[src/rtl/muldiv_seq.sv]
// Multi-cycle MULT/MULTU/DIV/DIVU sequencer holding HI/LO.
// Shift-add multiply and restoring divide, one bit per cycle.
//
// Ports:
//   clk, rst     clock, synchronous active-high reset
//   start, op    issue request; op 00 MULTU 01 MULT 10 DIVU 11 DIV
//   rs_val       multiplicand / dividend
//   rt_val       multiplier / divisor
//   cancel       flush; aborts the operation in flight
//   busy         high in RUN and FIX
//   done         one-cycle pulse when hi/lo carry a new result
//   stall_req    start while busy
//   hi, lo       architectural HI/LO
//   div_by_zero  last completed divide had a zero divisor
//
// Build option: define MULDIV_EARLY_OUT_EN to let multiplies leave
// RUN once the remaining multiplier bits are all zero.
module muldiv_seq #(
  parameter int WIDTH = 32
) (
  input  logic             clk,
  input  logic             rst,
  input  logic             start,
  input  logic [1:0]       op,
  input  logic [WIDTH-1:0] rs_val,
  input  logic [WIDTH-1:0] rt_val,
  input  logic             cancel,
  output logic             busy,
  output logic             done,
  output logic             stall_req,
  output logic [WIDTH-1:0] hi,
  output logic [WIDTH-1:0] lo,
  output logic             div_by_zero
);

  localparam int CW = (WIDTH > 1) ? $clog2(WIDTH) : 1;

  typedef enum logic [1:0] {
    S_IDLE,
    S_RUN,
    S_FIX,
    S_DONE
  } state_t;

  state_t state, state_nxt;

  logic [CW-1:0]      cnt;
  logic [1:0]         op_q;
  logic               neg_a, neg_b, b_zero;
  logic [WIDTH-1:0]   rs_orig;
  logic [WIDTH-1:0]   mplier;
  logic [WIDTH-1:0]   dvsr;
  logic [WIDTH-1:0]   rem;
  logic [2*WIDTH-1:0] acc;
  logic [2*WIDTH-1:0] mcand;

  logic is_div;
  logic accept;
  logic last;
  logic run_end;

  assign is_div = op_q[1];
  assign accept = start & ~cancel &
                  ((state == S_IDLE) | (state == S_DONE));
  assign last   = (cnt == CW'(WIDTH - 1));

`ifdef MULDIV_EARLY_OUT_EN
  assign run_end = last | (~is_div & ((mplier >> 1) == '0));
`else
  assign run_end = last;
`endif

  // Operand magnitudes at issue; neg flags only set for signed ops.
  logic             in_neg_a, in_neg_b;
  logic [WIDTH-1:0] in_mag_a, in_mag_b;

  assign in_neg_a = op[0] & rs_val[WIDTH-1];
  assign in_neg_b = op[0] & rt_val[WIDTH-1];
  assign in_mag_a = in_neg_a ? -rs_val : rs_val;
  assign in_mag_b = in_neg_b ? -rt_val : rt_val;

  // Restoring divide step. mplier holds the dividend bits still
  // to be shifted in, with quotient bits filling in from the LSB.
  logic [WIDTH:0] rem_sh, trial;
  logic           q_bit;

  assign rem_sh = {rem, mplier[WIDTH-1]};
  assign trial  = rem_sh - {1'b0, dvsr};
  assign q_bit  = ~trial[WIDTH];

  // Sign correction, evaluated while in FIX.
  logic [2*WIDTH-1:0] prod_fix;
  logic [WIDTH-1:0]   quo_fix, rem_fix;
  logic [WIDTH-1:0]   res_hi, res_lo;

  always_comb begin
    prod_fix = (neg_a ^ neg_b) ? -acc : acc;
    quo_fix  = (neg_a ^ neg_b) ? -mplier : mplier;
    rem_fix  = neg_a ? -rem : rem;
    if (!is_div) begin
      res_hi = prod_fix[2*WIDTH-1:WIDTH];
      res_lo = prod_fix[WIDTH-1:0];
    end else if (b_zero) begin
      res_hi = rs_orig;
      res_lo = '1;
    end else begin
      res_hi = rem_fix;
      res_lo = quo_fix;
    end
  end

  always_ff @(posedge clk) begin
    if (rst) state <= S_IDLE;
    else     state <= state_nxt;
  end

  always_comb begin
    state_nxt = state;
    unique case (state)
      S_IDLE: if (accept) state_nxt = S_RUN;
      S_RUN: begin
        if (cancel)       state_nxt = S_IDLE;
        else if (run_end) state_nxt = S_FIX;
      end
      S_FIX:  state_nxt = cancel ? S_IDLE : S_DONE;
      S_DONE: state_nxt = accept ? S_RUN : S_IDLE;
      default: state_nxt = S_IDLE;
    endcase
  end

  always_comb begin
    busy      = (state == S_RUN) | (state == S_FIX);
    done      = (state == S_DONE);
    stall_req = start & busy;
  end

  always_ff @(posedge clk) begin
    if (rst) begin
      cnt         <= '0;
      op_q        <= '0;
      neg_a       <= 1'b0;
      neg_b       <= 1'b0;
      b_zero      <= 1'b0;
      rs_orig     <= '0;
      mplier      <= '0;
      dvsr        <= '0;
      rem         <= '0;
      acc         <= '0;
      mcand       <= '0;
      hi          <= '0;
      lo          <= '0;
      div_by_zero <= 1'b0;
    end else begin
      if (accept) begin
        cnt         <= '0;
        op_q        <= op;
        neg_a       <= in_neg_a;
        neg_b       <= in_neg_b;
        b_zero      <= (rt_val == '0);
        rs_orig     <= rs_val;
        mplier      <= op[1] ? in_mag_a : in_mag_b;
        dvsr        <= in_mag_b;
        rem         <= '0;
        acc         <= '0;
        mcand       <= {{WIDTH{1'b0}}, in_mag_a};
        div_by_zero <= 1'b0;
      end else if (state == S_RUN) begin
        cnt <= cnt + 1'b1;
        if (!is_div) begin
          if (mplier[0]) acc <= acc + mcand;
          mcand  <= mcand << 1;
          mplier <= mplier >> 1;
        end else begin
          rem    <= q_bit ? trial[WIDTH-1:0] : rem_sh[WIDTH-1:0];
          mplier <= {mplier[WIDTH-2:0], q_bit};
        end
      end
      if (state == S_FIX && state_nxt == S_DONE) begin
        hi          <= res_hi;
        lo          <= res_lo;
        div_by_zero <= is_div & b_zero;
      end
    end
  end

endmodule
[config.mk]
export PLATFORM = sky130hd
export DESIGN_NAME = muldiv_seq
export DESIGN_NICKNAME = d
export VERILOG_FILES = /design/src/rtl/muldiv_seq.sv
export SDC_FILE = /design/constraint.sdc
export NUM_CORES = 1
export LEC_CHECK = 0
export CAP_MARGIN = 20
export CORE_MARGIN = 2
export CORE_UTILIZATION = 40
export DETAILED_ROUTE_END_ITERATION = 6
export PLACE_DENSITY = 0.63
export SLEW_MARGIN = 20
export SYNTH_ARGS = -nofsm -noshare
export SYNTH_HDL_FRONTEND = slang
export SYNTH_SLANG_ARGS = --single-unit
[constraint.sdc]
create_clock -name clk -period 4.08 [get_ports clk]
set_input_delay 0.612 -clock clk [delete_from_list [all_inputs] [get_ports clk]]
set_output_delay 0.612 -clock clk [all_outputs]
set_load 0.02 [all_outputs]
# Word-level counts from Yosys, hierarchy flattened
# Index checks and enable logic that the tools add are counted.
op_classes:
  addsub: 8
  bitwise: 12
  muxes: 25
  reduce_logical: 10
  n_eq_ne: 6
ops:
  columns: ["op", "n"]
  rows:
  - ["$mux W32", 16]
  - ["$neg A32 Y32", 4]
  - ["$add A64 B64 Y64", 1]
  - ["$mux W64", 1]
  - ["$neg A64 Y64", 1]
  - ["$sub A33 B32 Y33", 1]
  - ["$logic_not A32 Y1", 1]
  - ["$mux W2", 4]
  - ["$pmux W2 S4", 1]
  - ["$and A1 B1 Y1", 6]
  - ["$eq A2 B2 Y1 const B", 3]
  - ["$reduce_and A2 Y1", 3]
  - ["$add A5 B1 Y5 const B", 1]
  - ["$eq A5 B5 Y1 const B", 1]
  - ["$reduce_bool A2 Y1", 2]
  - ["$mux W1", 3]
  - ["$not A1 Y1", 3]
  - ["$reduce_and A3 Y1", 1]
  - ["$eq A2 B1 Y1 const B", 1]
  - ["$logic_not A2 Y1", 1]
  - ["$ne A2 B1 Y1 const B", 1]
  - ["$or A1 B1 Y1", 2]
  - ["$reduce_or A2 Y1", 1]
  - ["$logic_and A1 B1 Y1", 1]
  - ["$xor A1 B1 Y1", 1]
word_totals:
  output_inout_bits: 68
  in_bits: 70
  elab_cells: 77
  regBits: 333

# Depth between registers and ports, before layout
logic_depth:
  ltp_word: 8
  mapped_depth: 15
  ltp_nobuf: 13

# Worst setup path after synthesis
# No wires, ideal clock.
synth_path:
  path_kind: "reg-to-reg"
  startpoint: "reg mplier[31]"
  endpoint: "reg rem[25]"
  path_buffers: 2
  setup_time_ns: 0.133
  t_arrival_ns: 3.508
  synth_period_minus_slack_ns: 3.640
  path_stages_with_launch: 15
  path_slack_ns: 0.440
  required_ns: 3.947
  path_cell_list: "dfxtp_1 inv_1 ha_1 fa_1 and2b_1 o31ai_1 a311o_1 a211oi_1 o21ai_0 mux2_2 nor2_1 buf_2 buf_4 mux2i_1 a21oi_1"
synth_between:
  elab_chain_len: 2
synth_lines:
  columns: ["element", "line", "text"]
  rows:
  - ["start, declared", "51", "logic [WIDTH-1:0] mplier;"]
  - ["start signal, assigned", "161", "mplier <= op[1] ? in_mag_a : in_mag_b;"]
  - ["start signal, assigned", "172", "mplier <= mplier >> 1;"]
  - ["start signal, assigned", "175", "mplier <= {mplier[WIDTH-2:0], q_bit};"]
  - ["$sub A33 B32 Y33", "88", "assign trial = rem_sh - {1'b0, dvsr};"]
  - ["$mux W32", "174", "rem <= q_bit ? trial[WIDTH-1:0] : rem_sh[WIDTH-1:0];"]
  - ["end signal, assigned", "174", null]
  - ["end, declared", "53", "logic [WIDTH-1:0] rem;"]
# Every way passes these cells.
# A chain may end at the register's enable or synchronous reset.

# Worst setup path after layout
layout_path:
  startpoint: "reg acc[0]"
  endpoint: "reg acc[62]"
layout_between:
  elab_chain_len: 1
layout_lines:
  columns: ["element", "line", "text"]
  rows:
  - ["start, declared", "54", "logic [2*WIDTH-1:0] acc;"]
  - ["start signal, assigned", "170", "if (mplier[0]) acc <= acc + mcand;"]
  - ["$add A64 B64 Y64", "170", null]
# Every way passes these cells.

==> results.tsv <==
metric	value	unit
syn_area	23200	µm²
grt_max_degree	81	
cts_root_buffer	clkbuf_16	
fin_total_pwr	8.91	mW
cts.sinks	332	
ys.flop_type	dfxtp_1	
die_w	245	µm
syn_to_final_growth	15.5	%
fmax	267	MHz
synth_seq_cells	332	
die_area	59900	µm²
worst_pin_slew	1.08	ns
rsz0062_at_grt	no	
cts_setup_buffers	0	
grt_pass1_vias	21100	
viasPerCell	5.78	
path_class	flop to flop	
start_util	0.403	
path_max_fanout	6	
grt_pass1_wl	123	mm
core	57500	µm²
leakage	9.98	nW
slew_violations	0	
syn_avg_cell_area	7.31	µm²
yosysWarnings	0	
slew_headroom	0.274	
synth_nets	3351	
dp_hpwl	60.9	mm
drc	0	
synth_edf_count	0	
nNetsFinal	3391	
post-synth-top-area-cell	dfxtp_1	
synth_most_common_cell	nand2_1	
antenna_found_initial	0	
r2r_slack	0.33	ns
fill_cells	5906	
die_height	245	µm
reg2reg_depth	12	
synth_common_cells	nand2_1 (519), a21oi_1 (381), dfxtp_1 (332)	
fin_crit	3.75	ns
synth_area_leaders	dfxtp_1 (29%), nand2_1 (8.4%), a21oi_1 (8.2%), xnor2_1 (5.8%), ha_1 (5.7%)	
ios	138	
synth-async-reset-ratio	0	
postRouteAntennaNets	0	
yosysUniqueCellTypes	78	
post-place-cells	3936	
ctsResizeCount	0	
cts_max_level	2	
ff_latch_area	6650	µm²
cp-endpoint	acc[62]	
ir_drop	0.293	mV
critPathRequiredTime	4.52	ns
hold_buffers	0	
postPlaceCellArea	25300	µm²
numPortBuffers	137	
hp-class	input port to flop	
r2r-end	acc[62]	
ys_seq_area_frac	0.287	
hold_violations	0	
setup_violations	0	
cts_buffers	40	
totalWireLength	80.0	mm
status	finished clean	
fin_util	0.466	
powerDensity	333	nW/µm²
num_rows	88	
place_congestion	0.942	
clkLatencyLatePin	0.58	ns
grt_usage	0.260	
multi_input_area	15400	µm²
vias	23200	
drive_gt1_frac	0.0586	
path_clk_slew	0.06	ns
grt_overflow	0	
clk_path_buf_depth	3	
cts_tree	yes	
end_kind	flop	
wl_per_cell	20.0	µm
drt_first_pass_iters	5	
synthCells	3173	
fin_tns_setup	0	ns
drv_cap	0	
fin_worst_skew	0.0296	ns
start_kind	flop	
startpoint	acc[0]	
drt_iter0_drc	2183	
cp.arrival	4.19	ns
fin_cells	4010	
period_share	0.918	
synth.top_cell.area_share	0.287	
rr_startpoint	acc[0]	
final_area	26800	µm²
## layout by cell type (no fill, tap or decap), types with 29 or more instances in the layout
cell type and count:
buf_4 76, ha_1 105, a21oi_1 380, o21ai_0 154, and3_1 45, nand2_1 517, xor2_1 100, dfxtp_1 330
nand3_1 47, nor2_1 277, mux2i_1 68, clkdlybuf4s50_1 135, inv_1 96, clkbuf_16 40, o31ai_1 41, a21o_1 45
o211ai_1 71, xnor2_1 153, nor3_1 78, nor4_1 29, a211oi_1 110
## per-stage QoR
step | setup slack, ns | hold slack [ns]
after floorplan | 0.440 | 0.436
after global placement | 0.343 | 0.441
after detailed placement | 0.356 | 0.440
after CTS | 0.352 | 0.397
after global routing | 0.0895 | 0.449
final | 0.333 | 0.426
## cells by family (layout without fill, tap and decap cells)
kind of cell / count (synthesis) / count (layout) / share of synthesized area
and+or+nand+nor: 1141 / 1141 / 0.219
AOI/OAI and AO/OA: 951 / 951 / 0.253
DFF: 332 / 332 / 0.287
buffers and inverters: 314 / 384 / 0.0536
xor gates and xnor gates: 255 / 255 / 0.0963
adders and majority gates: 108 / 108 / 0.0589
muxes: 72 / 72 / 0.0318
other: 0 / 2 / 0
## layer usage
| layer | GRT usage | wire, µm | vias up |
|---|---|---|---|
| met5 | 0 | 0 | - |
| met4 | 0.0927 | 2790 | 0 |
| met3 | 0.0362 | 5780 | 146 |
| met2 | 0.412 | 35600 | 801 |
| met1 | 0.360 | 35900 | 10900 |
| li1 | - | - | 11400 |
## power breakdown
| part | leakage [nW] | switching [mW] | internal, mW |
|---|---|---|---|
| combinational | 6.61 | 0.989 | 0.575 |
| sequential | 2.70 | 0.145 | 3.35 |
| clock | 0.673 | 1.52 | 2.34 |
## worst max-delay path: stages, from the launching register on
cell and delay, ns:
dfxtp_1 0.44, ha_1 0.25, fa_1 0.23, a21o_1 0.17, nand4_1 0.13, a31oi_1 0.35, a31oi_1 0.19, or4b_1 0.66
a21oi_1 0.30, a21oi_1 0.22, o31ai_1 0.35, mux2i_1 0.23, o31ai_1 0.08
## layout make-up
| type | instances | area share |
|---|---|---|
| flip-flops and latches | 332 | 0.248 |
| inverters | 96 | 0.0135 |
| diodes | 2 | 0.000187 |
| well taps | 765 | 0.0358 |
| multi-input cells | 2527 | 0.575 |
| clock inverters | 19 | 0.0104 |
| repair buffers | 216 | 0.0747 |
| clock buffers | 53 | 0.0422 |
## registers in the layout (all words and copies together) (netlist names), 2 cells and up
register  flops
lo           32
rs_orig      32
state         2
acc          64
rem          32
mcand        64
hi           32
cnt           5
mplier       32
dvsr         32
## how the worst min path moves through the flow
| stage | start | endpoint | cells after the start |
|---|---|---|---|
| floorplan | rs_orig[10] | rs_orig[10] | 2 |
| global placement | rs_orig[28] | rs_orig[28] | 2 |
| detailed placement | hi[22] | hi[22] | 2 |
| CTS | rst | mplier[2] | 2 |
| global route | rst | mplier[4] | 2 |
| finish | rst | mplier[2] | 2 |
Note: power is estimated with default switching activity, not from simulation.
